File: src/rtl/ksm_busarb_if.sv
// rtl/ksm_busarb_if.sv - Bus bundle between the two KSM masters, the arbiter and the shared slave side.
interface ksm_busarb_if #(
    parameter int AW = 16,
    parameter int DW = 16
);
    logic          m0_cyc_i;
    logic          m0_stb_i;
    logic          m0_we_i;
    logic [AW-1:0] m0_adr_i;
    logic [DW-1:0] m0_dat_i;
    logic [1:0]    m0_sel_i;
    logic          m0_gnt_o;
    logic          m0_ack_o;

    logic          m1_cyc_i;
    logic          m1_stb_i;
    logic          m1_we_i;
    logic [AW-1:0] m1_adr_i;
    logic [DW-1:0] m1_dat_i;
    logic [1:0]    m1_sel_i;
    logic          m1_gnt_o;
    logic          m1_ack_o;

    logic [DW-1:0] m_dat_o;

    logic          s_cyc_o;
    logic          s_stb_o;
    logic          s_we_o;
    logic [AW-1:0] s_adr_o;
    logic [DW-1:0] s_dat_o;
    logic [1:0]    s_sel_o;
    logic          s_ack_i;
    logic [DW-1:0] s_dat_i;

    logic          to_err_o;

    // Arbiter view: it answers both masters and drives the slave side.
    modport slave (
        input  m0_cyc_i, m0_stb_i, m0_we_i, m0_adr_i, m0_dat_i, m0_sel_i,
        input  m1_cyc_i, m1_stb_i, m1_we_i, m1_adr_i, m1_dat_i, m1_sel_i,
        input  s_ack_i, s_dat_i,
        output m0_gnt_o, m0_ack_o, m1_gnt_o, m1_ack_o, m_dat_o,
        output s_cyc_o, s_stb_o, s_we_o, s_adr_o, s_dat_o, s_sel_o,
        output to_err_o
    );

    // Environment view: the masters plus the slave fabric around the arbiter.
    modport master (
        output m0_cyc_i, m0_stb_i, m0_we_i, m0_adr_i, m0_dat_i, m0_sel_i,
        output m1_cyc_i, m1_stb_i, m1_we_i, m1_adr_i, m1_dat_i, m1_sel_i,
        output s_ack_i, s_dat_i,
        input  m0_gnt_o, m0_ack_o, m1_gnt_o, m1_ack_o, m_dat_o,
        input  s_cyc_o, s_stb_o, s_we_o, s_adr_o, s_dat_o, s_sel_o,
        input  to_err_o
    );
endinterface

File: src/rtl/ksm_busarb.sv
// rtl/ksm_busarb.sv - Two-master round-robin Wishbone arbiter with optional watchdog (KSM_BUSARB_TIMEOUT_EN).
module ksm_busarb #(
    parameter int AW      = 16,
    parameter int DW      = 16,
    parameter int TIMEOUT = 255
) (
    input  logic         wb_clk_i,
    input  logic         wb_rst_i,
    ksm_busarb_if.slave  bus
);
    typedef enum logic [1:0] {
        IDLE = 2'd0,
        OWN0 = 2'd1,
        OWN1 = 2'd2
    } state_e;

    state_e state_q, state_d;
    logic   last_q, last_d;
    logic   wd_fire;

    always_ff @(posedge wb_clk_i) begin
        if (wb_rst_i) begin
            state_q <= IDLE;
            last_q  <= 1'b1;
        end else begin
            state_q <= state_d;
            last_q  <= last_d;
        end
    end

    // Ownership lasts the whole cyc; a released bus goes straight to the other requester.
    always_comb begin
        state_d = state_q;
        last_d  = last_q;
        case (state_q)
            IDLE: begin
                if (bus.m0_cyc_i && !bus.m1_cyc_i)      state_d = OWN0;
                else if (bus.m1_cyc_i && !bus.m0_cyc_i) state_d = OWN1;
                else if (bus.m0_cyc_i && bus.m1_cyc_i)  state_d = last_q ? OWN0 : OWN1;
            end
            OWN0: begin
                if (!bus.m0_cyc_i) state_d = bus.m1_cyc_i ? OWN1 : IDLE;
            end
            OWN1: begin
                if (!bus.m1_cyc_i) state_d = bus.m0_cyc_i ? OWN0 : IDLE;
            end
            default: state_d = IDLE;
        endcase
        if (state_d == OWN0 && state_q != OWN0) last_d = 1'b0;
        if (state_d == OWN1 && state_q != OWN1) last_d = 1'b1;
    end

    always_comb begin
        bus.m0_gnt_o = (state_q == OWN0);
        bus.m1_gnt_o = (state_q == OWN1);
        bus.s_cyc_o  = 1'b0;
        bus.s_stb_o  = 1'b0;
        bus.s_we_o   = bus.m0_we_i;
        bus.s_adr_o  = bus.m0_adr_i;
        bus.s_dat_o  = bus.m0_dat_i;
        bus.s_sel_o  = bus.m0_sel_i;
        if (state_q == OWN0) begin
            bus.s_cyc_o = bus.m0_cyc_i;
            bus.s_stb_o = bus.m0_stb_i;
        end else if (state_q == OWN1) begin
            bus.s_cyc_o = bus.m1_cyc_i;
            bus.s_stb_o = bus.m1_stb_i;
            bus.s_we_o  = bus.m1_we_i;
            bus.s_adr_o = bus.m1_adr_i;
            bus.s_dat_o = bus.m1_dat_i;
            bus.s_sel_o = bus.m1_sel_i;
        end
    end

    // Acks are masked during reset so an abandoned transfer never completes.
    always_comb begin
        bus.m0_ack_o = !wb_rst_i && (state_q == OWN0) && bus.m0_cyc_i && bus.m0_stb_i
                       && (bus.s_ack_i || wd_fire);
        bus.m1_ack_o = !wb_rst_i && (state_q == OWN1) && bus.m1_cyc_i && bus.m1_stb_i
                       && (bus.s_ack_i || wd_fire);
        bus.m_dat_o  = wd_fire ? '0 : bus.s_dat_i;
    end

`ifdef KSM_BUSARB_TIMEOUT_EN
    localparam logic [9:0] WD_LIMIT = 10'(TIMEOUT - 1);

    logic [9:0] wd_cnt_q, wd_cnt_d;
    logic       wd_wait;

    assign wd_wait = bus.s_stb_o && !bus.s_ack_i;
    assign wd_fire = !wb_rst_i && wd_wait && (wd_cnt_q == WD_LIMIT);

    always_comb begin
        wd_cnt_d = wd_cnt_q;
        if (!wd_wait || wd_fire) wd_cnt_d = '0;
        else                     wd_cnt_d = wd_cnt_q + 10'd1;
    end

    always_ff @(posedge wb_clk_i) begin
        if (wb_rst_i) wd_cnt_q <= '0;
        else          wd_cnt_q <= wd_cnt_d;
    end

    assign bus.to_err_o = wd_fire;
`else
    assign wd_fire      = 1'b0;
    assign bus.to_err_o = 1'b0;
`endif
endmodule

File: src/flat_wrapper.sv
// flat-port wrapper written by rule: the top's interface ports become plain ports
module ksm_busarb_flat 
#(
    parameter int AW      = 16,
    parameter int DW      = 16,
    parameter int TIMEOUT = 255
)
  (wb_clk_i, wb_rst_i, bus_m0_cyc_i, bus_m0_stb_i, bus_m0_we_i, bus_m0_adr_i, bus_m0_dat_i, bus_m0_sel_i, bus_m1_cyc_i, bus_m1_stb_i, bus_m1_we_i, bus_m1_adr_i, bus_m1_dat_i, bus_m1_sel_i, bus_s_ack_i, bus_s_dat_i, bus_m0_gnt_o, bus_m0_ack_o, bus_m1_gnt_o, bus_m1_ack_o, bus_m_dat_o, bus_s_cyc_o, bus_s_stb_o, bus_s_we_o, bus_s_adr_o, bus_s_dat_o, bus_s_sel_o, bus_to_err_o);
  ksm_busarb_if #(.AW(AW), .DW(DW)) bus_i ();
  input  logic wb_clk_i;
  input  logic wb_rst_i;
  input wire logic [$bits(bus_i.m0_cyc_i)-1:0] bus_m0_cyc_i;
  input wire logic [$bits(bus_i.m0_stb_i)-1:0] bus_m0_stb_i;
  input wire logic [$bits(bus_i.m0_we_i)-1:0] bus_m0_we_i;
  input wire logic [$bits(bus_i.m0_adr_i)-1:0] bus_m0_adr_i;
  input wire logic [$bits(bus_i.m0_dat_i)-1:0] bus_m0_dat_i;
  input wire logic [$bits(bus_i.m0_sel_i)-1:0] bus_m0_sel_i;
  input wire logic [$bits(bus_i.m1_cyc_i)-1:0] bus_m1_cyc_i;
  input wire logic [$bits(bus_i.m1_stb_i)-1:0] bus_m1_stb_i;
  input wire logic [$bits(bus_i.m1_we_i)-1:0] bus_m1_we_i;
  input wire logic [$bits(bus_i.m1_adr_i)-1:0] bus_m1_adr_i;
  input wire logic [$bits(bus_i.m1_dat_i)-1:0] bus_m1_dat_i;
  input wire logic [$bits(bus_i.m1_sel_i)-1:0] bus_m1_sel_i;
  input wire logic [$bits(bus_i.s_ack_i)-1:0] bus_s_ack_i;
  input wire logic [$bits(bus_i.s_dat_i)-1:0] bus_s_dat_i;
  output wire logic [$bits(bus_i.m0_gnt_o)-1:0] bus_m0_gnt_o;
  output wire logic [$bits(bus_i.m0_ack_o)-1:0] bus_m0_ack_o;
  output wire logic [$bits(bus_i.m1_gnt_o)-1:0] bus_m1_gnt_o;
  output wire logic [$bits(bus_i.m1_ack_o)-1:0] bus_m1_ack_o;
  output wire logic [$bits(bus_i.m_dat_o)-1:0] bus_m_dat_o;
  output wire logic [$bits(bus_i.s_cyc_o)-1:0] bus_s_cyc_o;
  output wire logic [$bits(bus_i.s_stb_o)-1:0] bus_s_stb_o;
  output wire logic [$bits(bus_i.s_we_o)-1:0] bus_s_we_o;
  output wire logic [$bits(bus_i.s_adr_o)-1:0] bus_s_adr_o;
  output wire logic [$bits(bus_i.s_dat_o)-1:0] bus_s_dat_o;
  output wire logic [$bits(bus_i.s_sel_o)-1:0] bus_s_sel_o;
  output wire logic [$bits(bus_i.to_err_o)-1:0] bus_to_err_o;
  assign bus_i.m0_cyc_i = bus_m0_cyc_i;
  assign bus_i.m0_stb_i = bus_m0_stb_i;
  assign bus_i.m0_we_i = bus_m0_we_i;
  assign bus_i.m0_adr_i = bus_m0_adr_i;
  assign bus_i.m0_dat_i = bus_m0_dat_i;
  assign bus_i.m0_sel_i = bus_m0_sel_i;
  assign bus_i.m1_cyc_i = bus_m1_cyc_i;
  assign bus_i.m1_stb_i = bus_m1_stb_i;
  assign bus_i.m1_we_i = bus_m1_we_i;
  assign bus_i.m1_adr_i = bus_m1_adr_i;
  assign bus_i.m1_dat_i = bus_m1_dat_i;
  assign bus_i.m1_sel_i = bus_m1_sel_i;
  assign bus_i.s_ack_i = bus_s_ack_i;
  assign bus_i.s_dat_i = bus_s_dat_i;
  assign bus_m0_gnt_o = bus_i.m0_gnt_o;
  assign bus_m0_ack_o = bus_i.m0_ack_o;
  assign bus_m1_gnt_o = bus_i.m1_gnt_o;
  assign bus_m1_ack_o = bus_i.m1_ack_o;
  assign bus_m_dat_o = bus_i.m_dat_o;
  assign bus_s_cyc_o = bus_i.s_cyc_o;
  assign bus_s_stb_o = bus_i.s_stb_o;
  assign bus_s_we_o = bus_i.s_we_o;
  assign bus_s_adr_o = bus_i.s_adr_o;
  assign bus_s_dat_o = bus_i.s_dat_o;
  assign bus_s_sel_o = bus_i.s_sel_o;
  assign bus_to_err_o = bus_i.to_err_o;
  ksm_busarb #(.AW(AW), .DW(DW), .TIMEOUT(TIMEOUT)) u_core (.wb_clk_i(wb_clk_i), .wb_rst_i(wb_rst_i), .bus(bus_i));
endmodule
File: config.mk
export PLATFORM = sky130hd
export DESIGN_NAME = ksm_busarb_flat
export DESIGN_NICKNAME = d
export VERILOG_FILES = /design/src/rtl/ksm_busarb_if.sv /design/src/rtl/ksm_busarb.sv /design/src/flat_wrapper.sv
export SDC_FILE = /design/constraint.sdc
export NUM_CORES = 1
export LEC_CHECK = 0
export BUFFER_PORTS_ARGS = -buffer_cell sky130_fd_sc_hd__buf_2
export CAP_MARGIN = 0
export CORE_MARGIN = 10
export CORE_UTILIZATION = 25
export DETAILED_ROUTE_END_ITERATION = 6
export PLACE_DENSITY_LB_ADDON = 0.15
export SYNTH_ARGS = -nofsm -noshare
export SYNTH_HDL_FRONTEND = slang
export SYNTH_SLANG_ARGS = --single-unit
File: constraint.sdc
create_clock -name wb_clk_i -period 1.61 [get_ports wb_clk_i]
set_input_delay 0.322 -clock wb_clk_i [delete_from_list [all_inputs] [get_ports wb_clk_i]]
set_output_delay 0.322 -clock wb_clk_i [all_outputs]
set_load 0.01 [all_outputs]
==> results.sh, run 1 <==
export IMPL_cp_startpoint="u_core.state_q[1]$_SDFF_PP0_"
export IMPL_post_layout_nonfiller_instances=219
export IMPL_core_um2=3000
export IMPL_n_antenna_cell=0
export IMPL_htreeDepth=1
export IMPL_dpl_hpwl_mm=3.28
export IMPL_vias=1006
export IMPL_avgRoutedWirePerCell_um=18.8
export IMPL_initial_utilization=0.255
export IMPL_synth_top_area_cell="mux2_2"
export IMPL_rsz0062_at_grt="yes"
export IMPL_hold_class="input pin to flip-flop"
export IMPL_hold_viol=0
export IMPL_yosys_top_cells_area="mux2_2, buf_4, dfxtp_1"
export IMPL_synthMostInstantiatedCell="mux2_2"
export IMPL_postLayoutCoreUtil=0.523
export IMPL_place_ws_ns=0.102
export IMPL_ir_drop_mv=0.182
export IMPL_die_area_um2=5680
export IMPL_fmax_ghz=0.572
export IMPL_cp_data_required_time_ns=1.29
export IMPL_async_flop_share=0
export IMPL_drc=0
export IMPL_status="complete, but fails checks"
export IMPL_power_density_nw_per_um2=452
export IMPL_vias_per_cell=4.59
export IMPL_first_pass_iters=4
export IMPL_critPathArrivalTime_ns=1.43
export IMPL_die_h_um=75.4
export IMPL_cts_max_path_buffers=2
export IMPL_timing_final_max_slew_violations=0
export IMPL_numCtsBuffers=3
export IMPL_yosys_register_bits=3
export IMPL_grt_pass1_vias=1191
export IMPL_syn_avg_cell_area_um2=9.35
export IMPL_min_period_ns=1.75
export IMPL_critical_path_class="flip-flop to output port"
export IMPL_yosysSeqAreaShare=0.0783
export IMPL_cts_setup_buffers=0
export IMPL_r2r_start="u_core.state_q[1]$_SDFF_PP0_"
export IMPL_cts_resized=39
export IMPL_areaGrowthSynthToFinish_pct=105
export IMPL_cp_max_fo=19
export IMPL_crit_path_cell_trace="nor2b_4 > buf_12 > mux2_2 > buf_6"
export IMPL_finalSetupViolations=36
export IMPL_leakagePower_nw=0.830
export IMPL_synth_area_um2=767
export IMPL_ant_nets=0
export IMPL_cts_tree="done"
export IMPL_fillers=264
export IMPL_num_rows=20
export IMPL_layout_setup_ws_ns=-0.138
export IMPL_holdWs_ns=0.304
export IMPL_antenna_found_initial=0
export IMPL_cp_slowest_cell="mux2_2"
export IMPL_ys_types=18
export IMPL_worstHoldStart="wb_rst_i"
export IMPL_violations="negative setup slack"
export IMPL_drv_cap=0
export IMPL_synth_flop_cell="dfxtp_1"
export IMPL_drtIter0Drc=39
export IMPL_crit_path_end_kind="output port"
export IMPL_synth_nets=175
export IMPL_clk_pin_slew_ns=0.04
export IMPL_grt_first_pass_wirelength_mm=6.02
export IMPL_synth_edf_count=0
export IMPL_dp_cells=215
export IMPL_place_congestion=0.730
export IMPL_finClkSkew_ns=0.00277
export IMPL_ys_warn_count=0
export IMPL_finalWirelength_mm=4.11
export IMPL_cts_root_buffer="clkbuf_4"
export IMPL_yosysTopAreaCellShare=0.514
export IMPL_slowest_delay_ns=0.36
export IMPL_power_uw=711
export IMPL_finalNetCount=280
export IMPL_portBuffers=117
export IMPL_grt_overflow_total=0
export IMPL_cp_start_kind="flip-flop"
export IMPL_syn_inst=82
export IMPL_dieWidth_um=75.4
export IMPL_insertion_delay_ns=0.23
export IMPL_r2r_slack_ns=0.68
export IMPL_io_pin_count=151
export IMPL_grt_usage=0.136
export IMPL_grt_max_degree=21
export IMPL_cts_hold_buf=0
export IMPL_layout_drive_gt1_share=0.882
export IMPL_ys_top_cells_by_count="mux2_2, buf_4, nor2_1"
export IMPL_clock_sinks=3
export IMPL_fin_crit_sh=1.09
==> kinds of logic after synthesis <==
group / share of synthesized area
and+or+nand+nor: 0.114
other: 0.00489
muxes: 0.514
DFF: 0.0783
AOI/OAI and AO/OA: 0.0636
buffers and inverters: 0.225
==> path summary, 6_finish.rpt <==
kind,end,cells after the start
hold reg to reg,u_core.last_q$_SDFFE_PP1P_,2
setup reg to reg,u_core.state_q[1]$_SDFF_PP0_,4
hold / removal,u_core.state_q[1]$_SDFF_PP0_,2
setup / recovery,bus_s_adr_o[4],4
==> critical path: cells and delay by family (launching register included) <==
family	cells	cell delay [ns]
multiplexers	1	0.36
buffers and inverters	2	0.32
AND/OR/NAND/NOR	1	0.19
flip-flops	1	0.31
==> registers in the layout, indices dropped and copies added, names as in the netlist <==
signal          count
u_core.state_q      2
u_core.last_q       1
==> cell usage in the layout (no fill, tap or decap) <==
cell and count:
buf_2 84, buf_6 33, mux2_2 23, mux2_4 12
nor2_1 4, a21oi_1 3, clkbuf_4 3, nor2b_4 2
nand2b_1 2, nand3_1 2, a22o_1 2, inv_1 2
buf_12 2, buf_4 2, dfxtp_1 2, nand3_2 1
nor3b_2 1, o22a_1 1, a211oi_1 1, nor3b_1 1
conb_1 1, clkbuf_1 1, dfxtp_2 1
==> final cells by class <==
type                            instances  area, um^2  area share
Multi-Input combinational cell         56         587       0.374
Tap cell                               33        41.3      0.0263
Timing Repair Buffer                  121         847       0.539
Inverter                                2        7.51     0.00478
Sequential cell                         3        61.3      0.0390
Clock buffer                            4        26.3      0.0167
==> metal layers <==
layer  share of wire  track usage
met4          0.0046       0.0371
met5               0            0
met1            0.34        0.122
met2            0.47        0.243
met3            0.18       0.0938
==> through the flow <==
| stage | instance area, um^2 | setup TNS [ns] |
|---|---|---|
| after global routing | 1570 | -5.49 |
| after CTS | 1530 | -4.50 |
| after detailed placement | 1280 | 0 |
| final | 1570 | -3.85 |
| after global placement | 1280 | 0 |
| after floorplan | 767 | 0 |
==> where the power goes <==
| part | leakage (nW) | internal [mW] | switching (mW) |
|---|---|---|---|
| Sequential | 0.0253 | 0.0812 | 0.00488 |
| Clock | 0.0150 | 0.0929 | 0.0393 |
| Combinational | 0.790 | 0.307 | 0.185 |
| Total | 0.830 | 0.481 | 0.230 |
Note: power is estimated with default switching activity, not from simulation.
==> run 2: changes to the inputs <==
==> constraint.sdc (replaced) <==
create_clock -name wb_clk_i -period 1.61 [get_ports wb_clk_i]
set_input_delay 0 -clock wb_clk_i [delete_from_list [all_inputs] [get_ports wb_clk_i]]
set_output_delay 0 -clock wb_clk_i [all_outputs]
set_load 0.01 [all_outputs]
==> run 2 against run 1 <==
Wire length fell by 14%. Cell count fell by 0.46%. Clock power fell by 3%. The run now ends clean.
==> results.sh, run 2 (same netlist as run 1, synthesis figures left out) <==
export IMPL_status="finished, final reports clean"
export IMPL_antenna_found_initial=0
export IMPL_finalSetupViolations=0
export IMPL_postLayoutCoreUtil=0.433
export IMPL_critical_path_class="flip-flop to output port"
export IMPL_ir_drop_mv=0.158
export IMPL_cp_data_required_time_ns=1.61
export IMPL_drc=0
export IMPL_power_density_nw_per_um2=443
export IMPL_crit_path_end_kind="output port"
export IMPL_largest_reg_flops=2
export IMPL_fin_crit_sh=0.922
export IMPL_n_antenna_cell=0
export IMPL_initial_utilization=0.255
export IMPL_cts_tree="done"
export IMPL_hold_class="input pin to output port"
export IMPL_slowest_delay_ns=0.36
export IMPL_holdWs_ns=0.00000392
export IMPL_drtIter0Drc=29
export IMPL_cts_max_path_buffers=2
export IMPL_avgRoutedWirePerCell_um=16.3
export IMPL_clock_sinks=3
export IMPL_cts_root_buffer="clkbuf_4"
export IMPL_fillers=286
export IMPL_drv_cap=0
export IMPL_final_cell_mix="buf_2, mux2_2, nor2_1"
export IMPL_fmax_ghz=0.674
export IMPL_layout_drive_gt1_share=0.870
export IMPL_clk_pin_slew_ns=0.04
export IMPL_fin_setup_tns_ns=0
export IMPL_rsz0062_at_grt="no"
export IMPL_post_layout_nonfiller_instances=218
export IMPL_finalNetCount=279
export IMPL_die_h_um=75.4
export IMPL_hold_viol=0
export IMPL_crit_buf_inv=2
export IMPL_final_common_cell="buf_2"
export IMPL_min_period_ns=1.48
export IMPL_place_congestion=0.711
export IMPL_first_pass_iters=4
export IMPL_grt_pass1_vias=1124
export IMPL_areaGrowthSynthToFinish_pct=69.7
export IMPL_met1_usage=0.102
export IMPL_insertion_delay_ns=0.23
export IMPL_cp_max_fo=19
export IMPL_grt_overflow_total=0
export IMPL_met2_usage=0.204
export IMPL_numCtsBuffers=3
export IMPL_leakagePower_nw=0.709
export IMPL_cp_start_kind="flip-flop"
export IMPL_finalWirelength_mm=3.55
export IMPL_busiest_layer="met2"
export IMPL_grt_first_pass_wirelength_mm=5.33
export IMPL_timing_final_max_slew_violations=0
export IMPL_vias=988
export IMPL_core_um2=3000
export IMPL_dp_cells=213
export IMPL_path_delay_family="flip-flops"
export IMPL_htreeDepth=1
export IMPL_regMostFlops="u_core.state_q"
export IMPL_critPathArrivalTime_ns=1.48
export IMPL_grt_max_degree=21
export IMPL_vias_per_cell=4.53
export IMPL_num_rows=20
export IMPL_die_area_um2=5680
export IMPL_cp_slowest_cell="dfxtp_2"
export IMPL_portBuffers=117
export IMPL_dieWidth_um=75.4
export IMPL_grt_usage=0.118
export IMPL_top_regs="u_core.state_q (2), u_core.last_q (1)"
export IMPL_dpl_hpwl_mm=3.26
export IMPL_io_pin_count=151
export IMPL_grt_use_met3=0.0924
export IMPL_finClkSkew_ns=0.00172
export IMPL_crit_path_cell_trace="nor2b_4 > buf_8 > mux2_2 > buf_2"
export IMPL_ant_nets=0
## run 2: routing by layer
metal,routed length [um],vias to the layer above
li1,-,479
met1,1090,406
met2,1580,97
met3,840,6
met4,42,0
met5,0,-
## run 2: final cells by class
type	instances	area (um^2)	share of cell area
Timing Repair Buffer	120	631	0.485
Multi-Input combinational cell	56	534	0.411
Sequential cell	3	61.3	0.0471
Tap cell	33	41.3	0.0317
Clock buffer	4	26.3	0.0202
Inverter	2	7.51	0.00577
## run 2: final timing paths
| path | startpoint | to | slack (ns) | depth (start not counted) |
|---|---|---|---|---|
| worst max register to register | u_core.state_q[0]$_SDFF_PP0_ | u_core.state_q[1]$_SDFF_PP0_ | 0.75 | 3 |
| worst max-delay path | u_core.state_q[1]$_SDFF_PP0_ | bus_s_sel_o[1] | 0.13 | 4 |
| worst min-delay path | bus_s_dat_i[0] | bus_m_dat_o[0] | 0.000004 | 0 |
| worst min register to register | u_core.last_q$_SDFFE_PP1P_ | u_core.last_q$_SDFFE_PP1P_ | 0.56 | 2 |
## run 2: where the power goes
group	internal (mW)	switching [mW]	leakage, nW
logic	0.209	0.150	0.668
clock network	0.0926	0.0350	0.0150
registers	0.0813	0.00835	0.0253
## run 2: what timing repair did
| action | CTS | global route |
|---|---|---|
| setup buffers | 0 | 0 |
| hold buffers | 1 | 0 |
| setup endpoints to repair | 15 | 15 |
| pin swaps | 0 | 0 |
| endpoints found under the hold margin | 1 | 0 |
| gates resized for setup | 1 | 2 |
## run 2: through the flow
stage	total power, mW	instance area, um^2	setup WS (ns)
3_3_place_gp	0.447	1260	0.275
2_1_floorplan	0.314	767	0.420
3_5_place_dp	0.451	1260	0.224
6_report	0.577	1300	0.126
4_1_cts	0.590	1300	0.0273
5_1_grt	0.625	1300	0.0480
## run 2: worst register-to-register path, delay by kind of cell (launching register included)
kind                   cells  cell delay (ns)
AND/OR/NAND/NOR            1             0.06
buffers and inverters      1             0.09
flip-flops                 1             0.45
AO/OA/AOI/OAI              1             0.14
